**config.mk**
```make
export PLATFORM = sky130hd
export DESIGN_NAME = eeg_dwt_top
export DESIGN_NICKNAME = d
export VERILOG_FILES = /design/src/rtl/eeg_dwt_top.sv
export SDC_FILE = /design/constraint.sdc
export NUM_CORES = 2
export LEC_CHECK = 0
export ABC_CLOCK_PERIOD_IN_PS = 19160
export BUFFER_PORTS_ARGS = -buffer_cell sky130_fd_sc_hd__buf_2
export CORE_ASPECT_RATIO = 0.6
export CORE_MARGIN = 3
export CORE_UTILIZATION = 55
export DETAILED_ROUTE_END_ITERATION = 10
export PLACE_DENSITY_LB_ADDON = 0.1
export SLEW_MARGIN = 5
export SYNTH_ARGS = -nofsm -noshare
export SYNTH_HDL_FRONTEND = slang
export SYNTH_SLANG_ARGS = --single-unit
```
**constraint.sdc**
```tcl
create_clock -name clk -period 19.16 [get_ports clk]
set_input_delay 1.916 -clock clk [delete_from_list [all_inputs] [get_ports clk]]
set_output_delay 1.916 -clock clk [all_outputs]
set_load 0.05 [all_outputs]
```
**src/rtl/eeg_dwt_top.sv**
```systemverilog
// rtl/eeg_dwt_top.sv - streaming 4-level Haar DWT with per-band max/min/mean/sum over 128-sample windows
// Pipeline: coefficient capture on the accept edge, stat update one edge later, feature publish the edge after.
module eeg_dwt_top #(
    parameter int DATA_W = 32
) (
    input  logic                     clk,
    input  logic                     rst,
    input  logic                     en,
    input  logic signed [DATA_W-1:0] preprocessed_input,
    output logic signed [DATA_W-1:0] dwt_gamma_max,
    output logic signed [DATA_W-1:0] dwt_gamma_min,
    output logic signed [DATA_W-1:0] dwt_gamma_mean,
    output logic signed [DATA_W-1:0] dwt_gamma_sum,
    output logic signed [DATA_W-1:0] dwt_beta_max,
    output logic signed [DATA_W-1:0] dwt_beta_min,
    output logic signed [DATA_W-1:0] dwt_beta_mean,
    output logic signed [DATA_W-1:0] dwt_beta_sum,
    output logic signed [DATA_W-1:0] dwt_alpha_max,
    output logic signed [DATA_W-1:0] dwt_alpha_min,
    output logic signed [DATA_W-1:0] dwt_alpha_mean,
    output logic signed [DATA_W-1:0] dwt_alpha_sum,
    output logic signed [DATA_W-1:0] dwt_theta_max,
    output logic signed [DATA_W-1:0] dwt_theta_min,
    output logic signed [DATA_W-1:0] dwt_theta_mean,
    output logic signed [DATA_W-1:0] dwt_theta_sum,
    output logic signed [DATA_W-1:0] dwt_delta_max,
    output logic signed [DATA_W-1:0] dwt_delta_min,
    output logic signed [DATA_W-1:0] dwt_delta_mean,
    output logic signed [DATA_W-1:0] dwt_delta_sum,
    output logic                     dwt_valid
);

    localparam int SW = DATA_W + 7;

    function automatic logic signed [DATA_W-1:0] f_avg(input logic signed [DATA_W-1:0] a,
                                                        input logic signed [DATA_W-1:0] b);
        logic signed [DATA_W:0] s;
        s = {a[DATA_W-1], a} + {b[DATA_W-1], b};
        return DATA_W'(s >>> 1);
    endfunction

    function automatic logic signed [DATA_W-1:0] f_dif(input logic signed [DATA_W-1:0] a,
                                                        input logic signed [DATA_W-1:0] b);
        logic signed [DATA_W:0] s;
        s = {a[DATA_W-1], a} - {b[DATA_W-1], b};
        return DATA_W'(s >>> 1);
    endfunction

    logic [6:0]               r_cnt;
    logic signed [DATA_W-1:0] r_h1, r_h2, r_h3, r_h4;
    logic signed [DATA_W-1:0] r_coef [5];
    logic [4:0]               r_cv;
    logic [4:0]               r_cf;
    logic                     r_last;
    logic                     r_fin;
    logic signed [DATA_W-1:0] r_max [5];
    logic signed [DATA_W-1:0] r_min [5];
    logic signed [SW-1:0]     r_sum [5];

    logic signed [DATA_W-1:0] w_a1, w_a2, w_a3, w_a4;
    logic signed [DATA_W-1:0] w_d1, w_d2, w_d3, w_d4;
    logic signed [SW-1:0]     w_ext [5];

    // Whole cascade resolves combinationally on the sample that completes each level's pair.
    assign w_a1 = f_avg(r_h1, preprocessed_input);
    assign w_d1 = f_dif(r_h1, preprocessed_input);
    assign w_a2 = f_avg(r_h2, w_a1);
    assign w_d2 = f_dif(r_h2, w_a1);
    assign w_a3 = f_avg(r_h3, w_a2);
    assign w_d3 = f_dif(r_h3, w_a2);
    assign w_a4 = f_avg(r_h4, w_a3);
    assign w_d4 = f_dif(r_h4, w_a3);

    always_comb begin
        for (int i = 0; i < 5; i++) begin
            w_ext[i] = {{7{r_coef[i][DATA_W-1]}}, r_coef[i]};
        end
    end

    always_ff @(posedge clk) begin
        if (rst) begin
            r_cnt  <= '0;
            r_h1   <= '0;
            r_h2   <= '0;
            r_h3   <= '0;
            r_h4   <= '0;
            r_cv   <= '0;
            r_cf   <= '0;
            r_last <= 1'b0;
            for (int i = 0; i < 5; i++) begin
                r_coef[i] <= '0;
            end
        end else begin
            r_cv   <= '0;
            r_last <= 1'b0;
            if (en) begin
                r_cnt <= r_cnt + 7'd1;
                if (!r_cnt[0])           r_h1 <= preprocessed_input;
                if (r_cnt[1:0] == 2'd1)  r_h2 <= w_a1;
                if (r_cnt[2:0] == 3'd3)  r_h3 <= w_a2;
                if (r_cnt[3:0] == 4'd7)  r_h4 <= w_a3;
                r_coef[0] <= w_d1;
                r_coef[1] <= w_d2;
                r_coef[2] <= w_d3;
                r_coef[3] <= w_d4;
                r_coef[4] <= w_a4;
                r_cv[0]   <= r_cnt[0];
                r_cv[1]   <= &r_cnt[1:0];
                r_cv[2]   <= &r_cnt[2:0];
                r_cv[3]   <= &r_cnt[3:0];
                r_cv[4]   <= &r_cnt[3:0];
                r_cf[0]   <= (r_cnt == 7'd1);
                r_cf[1]   <= (r_cnt == 7'd3);
                r_cf[2]   <= (r_cnt == 7'd7);
                r_cf[3]   <= (r_cnt == 7'd15);
                r_cf[4]   <= (r_cnt == 7'd15);
                r_last    <= &r_cnt;
            end
        end
    end

    // The first coefficient of a window overwrites the stats, so no clear is needed between windows.
    always_ff @(posedge clk) begin
        if (rst) begin
            r_fin <= 1'b0;
            for (int i = 0; i < 5; i++) begin
                r_max[i] <= '0;
                r_min[i] <= '0;
                r_sum[i] <= '0;
            end
        end else begin
            r_fin <= r_last;
            for (int i = 0; i < 5; i++) begin
                if (r_cv[i]) begin
                    if (r_cf[i]) begin
                        r_max[i] <= r_coef[i];
                        r_min[i] <= r_coef[i];
                        r_sum[i] <= w_ext[i];
                    end else begin
                        if (r_coef[i] > r_max[i]) r_max[i] <= r_coef[i];
                        if (r_coef[i] < r_min[i]) r_min[i] <= r_coef[i];
                        r_sum[i] <= r_sum[i] + w_ext[i];
                    end
                end
            end
        end
    end

    always_ff @(posedge clk) begin
        if (rst) begin
            dwt_valid      <= 1'b0;
            dwt_gamma_max  <= '0;
            dwt_gamma_min  <= '0;
            dwt_gamma_mean <= '0;
            dwt_gamma_sum  <= '0;
            dwt_beta_max   <= '0;
            dwt_beta_min   <= '0;
            dwt_beta_mean  <= '0;
            dwt_beta_sum   <= '0;
            dwt_alpha_max  <= '0;
            dwt_alpha_min  <= '0;
            dwt_alpha_mean <= '0;
            dwt_alpha_sum  <= '0;
            dwt_theta_max  <= '0;
            dwt_theta_min  <= '0;
            dwt_theta_mean <= '0;
            dwt_theta_sum  <= '0;
            dwt_delta_max  <= '0;
            dwt_delta_min  <= '0;
            dwt_delta_mean <= '0;
            dwt_delta_sum  <= '0;
        end else begin
            dwt_valid <= r_fin;
            if (r_fin) begin
                dwt_gamma_max  <= r_max[0];
                dwt_gamma_min  <= r_min[0];
                dwt_gamma_mean <= DATA_W'(r_sum[0] >>> 6);
                dwt_gamma_sum  <= DATA_W'(r_sum[0]);
                dwt_beta_max   <= r_max[1];
                dwt_beta_min   <= r_min[1];
                dwt_beta_mean  <= DATA_W'(r_sum[1] >>> 5);
                dwt_beta_sum   <= DATA_W'(r_sum[1]);
                dwt_alpha_max  <= r_max[2];
                dwt_alpha_min  <= r_min[2];
                dwt_alpha_mean <= DATA_W'(r_sum[2] >>> 4);
                dwt_alpha_sum  <= DATA_W'(r_sum[2]);
                dwt_theta_max  <= r_max[3];
                dwt_theta_min  <= r_min[3];
                dwt_theta_mean <= DATA_W'(r_sum[3] >>> 3);
                dwt_theta_sum  <= DATA_W'(r_sum[3]);
                dwt_delta_max  <= r_max[4];
                dwt_delta_min  <= r_min[4];
                dwt_delta_mean <= DATA_W'(r_sum[4] >>> 3);
                dwt_delta_sum  <= DATA_W'(r_sum[4]);
            end
        end
    end

endmodule

```
# ---- After elaboration in Yosys (flattened, before gate mapping)
# Memories as Yosys holds them, arrays and structs flattened.
# Index checks and enable logic that the tools add are counted.
dict set report op_classes {
  n_lt_le_gt_ge 10
  n_bitwise 37
  addsub 14
  n_reduce_logical 9
  n_mux 130
  multipliers 0
  shift 0
  n_eq_ne 7
  div_mod_pow 0
}
# cell count
set op_table {}
lappend op_table {{$mux W32} 25}
lappend op_table {{$mux W39} 10}
lappend op_table {{$add A39 B32 Y39} 5}
lappend op_table {{$gt A32 B32 Y1} 5}
lappend op_table {{$lt A32 B32 Y1} 5}
lappend op_table {{$add A32 B32 Y33} 4}
lappend op_table {{$sub A32 B32 Y33} 4}
lappend op_table {{$mux W1} 95}
lappend op_table {{$or A1 B1 Y1} 35}
lappend op_table {{$reduce_and A2 Y1} 5}
lappend op_table {{$add A7 B1 Y7 const B} 1}
lappend op_table {{$eq A7 B1 Y1 const B} 1}
lappend op_table {{$eq A7 B2 Y1 const B} 1}
lappend op_table {{$eq A7 B3 Y1 const B} 1}
lappend op_table {{$eq A7 B4 Y1 const B} 1}
lappend op_table {{$reduce_and A7 Y1} 1}
lappend op_table {{$eq A4 B3 Y1 const B} 1}
lappend op_table {{$reduce_and A4 Y1} 1}
lappend op_table {{$eq A3 B2 Y1 const B} 1}
lappend op_table {{$reduce_and A3 Y1} 1}
lappend op_table {{$eq A2 B1 Y1 const B} 1}
lappend op_table {{$not A1 Y1} 2}
lappend op_table {{$reduce_or A2 Y1} 1}
dict set report word_totals {
  out_inout_bits 641
  romBits 0
  reg_bits 786
  word_cells 241
  latch_bits 0
  mem_count 4
  in_bits 35
  mem_bits_rw 675
}
# name words word_bits read_ports rd_ports_with_merged_regs write_ports line
set memory_table {}
lappend memory_table {r_sum 5 39 5 0 5 58} ;# logic signed [SW-1:0] r_sum [5];
lappend memory_table {r_coef 5 32 5 0 5 51} ;# logic signed [DATA_W-1:0] r_coef [5];
lappend memory_table {r_max 5 32 5 0 5 56} ;# logic signed [DATA_W-1:0] r_max [5];
lappend memory_table {r_min 5 32 5 0 5 57} ;# logic signed [DATA_W-1:0] r_min [5];

# ---- Logic depth before layout (Yosys ltp)
dict set report depth {
  ltp_word 7
  mapped_depth 43
  depth_no_buf 41
}

# ---- Least setup slack after synthesis
# OpenSTA, ideal clock, no wires.
dict set report synth_timing {
  path_type {input -> register}
  from {input preprocessed_input[0]}
  to {memory r_coef[3][31] (netlist: r_coef[0][127]), data pin}
  t_required_ns 19.013
  path_buffers 3
  slack_ns 9.308
  t_arrival_ns 9.705
  setup_ns 0.147
  path_stages 40
  path_cell_list {and2_1 -> fa_1 -> nor2b_1 -> o311a_1 -> o211ai_2 -> a21oi_1 -> a211o_1 -> a21oi_1 -> o21bai_1 -> a21oi_1 -> xnor2_1 -> inv_1 -> ha_1 -> clkbuf_1 -> a21oi_1 -> o21ba_2 -> nor2_1 -> a2111oi_0 -> [4 not listed] -> xor2_1 -> inv_1 -> ha_1 -> clkbuf_1 -> and3_1 -> a21oi_1 -> o21ai_1 -> a41oi_2 -> o21ba_2 -> o21ba_2 -> xnor2_1 -> ha_1 -> clkbuf_1 -> nor2_1 -> or3_1 -> or2_2 -> or4b_1 -> a21oi_1}
}
# element line
set synth_lines {}
lappend synth_lines {{from (decl)} 9} ;# input logic signed [DATA_W-1:0] preprocessed_input,
lappend synth_lines {{to (decl)} 51}

==> results by group <==
Timing
  • Max-slew violation count: 0
  • Final Hold Fails: 0
  • Maximum frequency from static timing analysis: 89.98 MHz
  • Final period utilization: 58.00%
  • Worst hold-check slack: 0.4356 ns
  • Final critical delay including setup and external delays: about 11 ns
  • Unrepaired setup endpoints after global routing: false
  • Final setup fails: 0
  • Worst slew pin tran: about 1.4 ns
  • Post-Route Skew: between 0.03 and 0.04 ns
  • Least setup slack across all paths after layout: about 8 ns
  • Worst relative slew slack: under 10%
  • Final TNS setup: 0 ns

Cells and area
  • NumNets Final: 9,553
  • Syn-to-layout area delta: 10.69%
  • Fraction of layout instances using a drive strength above 1: 11.95%
  • Fin util: 61.97%

CTS
  • Cell chosen for the clock root: sky130_fd_sc_hd__clkbuf_16
  • Clock transition at path regs: ~0.060 ns
  • CTS tree: done
  • Source-to-sink clock delay at the later pin of the worst-skew pair: roughly 0.8 ns
  • Bufs on Longest Clock Path: 3
  • Total number of clock tree sinks: 1,308
  • Hold-fix buffer count after cts: 0
  • Total of cells resized after clock tree synthesis: 0
  • TritonCTS buffer count: 131
  • H-tree depth: 4
  • Setup Buffers After CTS: 0

GRT
  • Total routing resource utilization after global routing: 32.29%
  • Met1 global-route usage: about half
  • Busiest metal layer after global routing: met1
  • Antenna violations before repair: 20
  • Global-route congestion overflow total: 0
  • Number of global-route vias before repair: 58,160
  • Largest net degree at the start of global routing: 98
  • Met2 Usage GRT: 45.21%
  • Met3 Usage GRT: 7.053%
  • Global-route wire length before repair: ~370,000 um

Synthesis
  • Net Count, Synth: 9,180
  • Most frequent cells after synthesis: 987 x sky130_fd_sc_hd__nor2_1, 756 x sky130_fd_sc_hd__ha_1, 661 x sky130_fd_sc_hd__edfxtp_1, 647 x sky130_fd_sc_hd__dfxtp_1, 635 x sky130_fd_sc_hd__inv_1
  • Synthesized flop and latch total: roughly 1,300
  • Number of different library cells in the post-synthesis netlist: roughly 100
  • Number of synthesized flops with an enable pin: about 660
  • Area contributors post-synth: sky130_fd_sc_hd__edfxtp_1 25%, sky130_fd_sc_hd__dfxtp_1 16%, sky130_fd_sc_hd__ha_1 12%
  • Primary flip-flop cell chosen by synthesis mapping: sky130_fd_sc_hd__edfxtp_1
  • Async set or reset register ratio after synthesis: 0%
  • Area share of the largest cell type after synthesis: 25.20%
  • Syn_area_per_cell: 9.405 um2
  • Largest area contributor in the synthesized netlist: sky130_fd_sc_hd__edfxtp_1
  • Share of the yosys chip area belonging to registers: 41.64%
  • Library cell with the highest instance count after synthesis: sky130_fd_sc_hd__nor2_1
  • Post-Synthesis Cell Area: 78,780 um2
  • Number of standard cells after synthesis: 8,376
  • Number of warnings printed during yosys synthesis: 0

Die
  • Placement row count: 106
  • Area of the core region: 140,700 um2
  • Die footprint: approximately 150,000 um2
  • Top Ports: between 600 and 700
  • Horizontal die dimension: 494.6 um
  • Die Y: 299.2 um
  • Starting density of the core: 55.98%

Worst setup path
  • Worst Setup End Kind: flip-flop
  • R2r setup slk: around 9 ns
  • Data required, critical path: 19.65 ns
  • Number of buffers and inverters on the critical path: 2
  • Critical path peak fanout: 12
  • Critical Path Slowest Stage Cell: sky130_fd_sc_hd__a2111oi_0
  • Critical setup path kind: input port to flip-flop
  • Delay-heaviest family, CP: compound AO/OA/AOI/OAI gates
  • Startpoint type of the worst setup path: input port
  • Largest stage delay, worst path: around 0.82 ns
  • Data arrival time at the worst-slack endpoint: 11.61 ns
  • Cell with the most instances on the worst path: sky130_fd_sc_hd__nor2_1

Detailed routing
  • DRC viols: 0
  • Detailed-route wire length: 247,300 um
  • Pre-antenna DRT Iters: 6
  • Antenna viol nets, final: 0
  • Routed len/inst: 22.99 um
  • Initial DRC count: 6,208
  • Via density: 5.897
  • Total number of vias: 63,440

Hold path
  • Class of the tightest hold or removal check: flip-flop to flip-flop

Place
  • Dpl ws: 7.602 ns
  • Count of buffers inserted at the top-level ports: 675
  • Final Wtd Congestion: roughly 0.96
  • Post-detailed-placement half-perimeter wirelength: between 150,000 and 200,000 um

Outcome
  • Status: complete, no violations

Job
  • Number of violations of the max-capacitance limit: 0

Power and ir drop
  • Leakage power: approximately 38 nW
  • Power density over the cells: 87.32 nW/um2
  • Max IR drop VDD: roughly 0.073 mV
[kinds of logic (layout without fill, tap and decap cells)]
logic type                 Yosys count  after routing  share of synthesized area, %
xor gates and xnor gates           330            330                         3.669
and+or+nand+nor                   2493           2493                         14.79
muxes                              520            520                         6.609
DFF                               1308           1308                         41.64
AOI/OAI and AO/OA                 1813           1813                         14.79
buffers and inverters             1143           1626                         6.172
adders and majority gates          769            769                         12.34
other                                0              9                             0
[metal layers]
metal | share of wire [%] | routed length [um] | vias to the layer above
met5 | 0.019 | 48 | -
met4 | 1.8 | 4509 | 8
met3 | 9.2 | 22740 | 275
met2 | 41 | 101200 | 2349
met1 | 48 | 118800 | 30760
li1 | - | - | 30050
[power by group]
| part | internal (mW) | switching (mW) |
|---|---|---|
| logic | 0.586 | 1.06 |
| registers | 3.05 | 0.190 |
| clock network | 1.53 | 1.20 |
[registers in the layout, indices dropped and copies added (netlist names), 160 cells and up]
name / cells
r_coef: 160
r_max: 160
r_min: 160
r_sum: 181
[final timing paths]
kind                                            start             end  depth (start not counted)
worst min register to register                 r_last           r_fin                          1
worst min-delay path                           r_last           r_fin                          1
worst max-delay path            preprocessed_input[0]  r_coef[0][127]                         40
worst max register to register                r_h1[0]  r_coef[0][127]                         39
[through the flow]
step | std cells | instance area, um2 | power [mW]
global placement | 10510 | 82670 | 4.861
finish | 10760 | 87200 | 7.614
CTS | 10750 | 87160 | 7.605
detailed placement | 10510 | 82670 | 4.890
global route | 10750 | 87180 | 7.922
floorplan | 8376 | 78780 | 4.326
[area by class of cell]
type | count | area [um2]
inverter | 637 | 2396
multi-input combinational | 5925 | 41200
clock inverter | 56 | 560.5
antenna | 9 | 22.52
fill | 11990 | 53520
clock buffer | 187 | 3929
sequential | 1308 | 32810
tap | 1890 | 2365
timing repair buffer | 746 | 3921
[layout by cell type (no fill, tap or decap), drive strengths merged, types with 47 or more instances in the layout]
master	netlist	routed
a31oi	47	47
nor2	987	987
o21ai	329	329
mux2i	519	519
or3	59	59
a21o	245	245
inv	636	652
nand4	85	85
o21a	47	47
nor2b	208	208
nand3	131	131
a21boi	74	74
and2	156	156
xnor2	231	231
dfxtp	647	647
a211oi	71	71
nor3	76	76
clkbuf	274	187
a21oi	640	640
buf	232	746
edfxtp	661	661
nand2	557	557
nand2b	78	78
ha	756	756
o21bai	66	66
xor2	99	99
(Power assumes the default switching activity.)
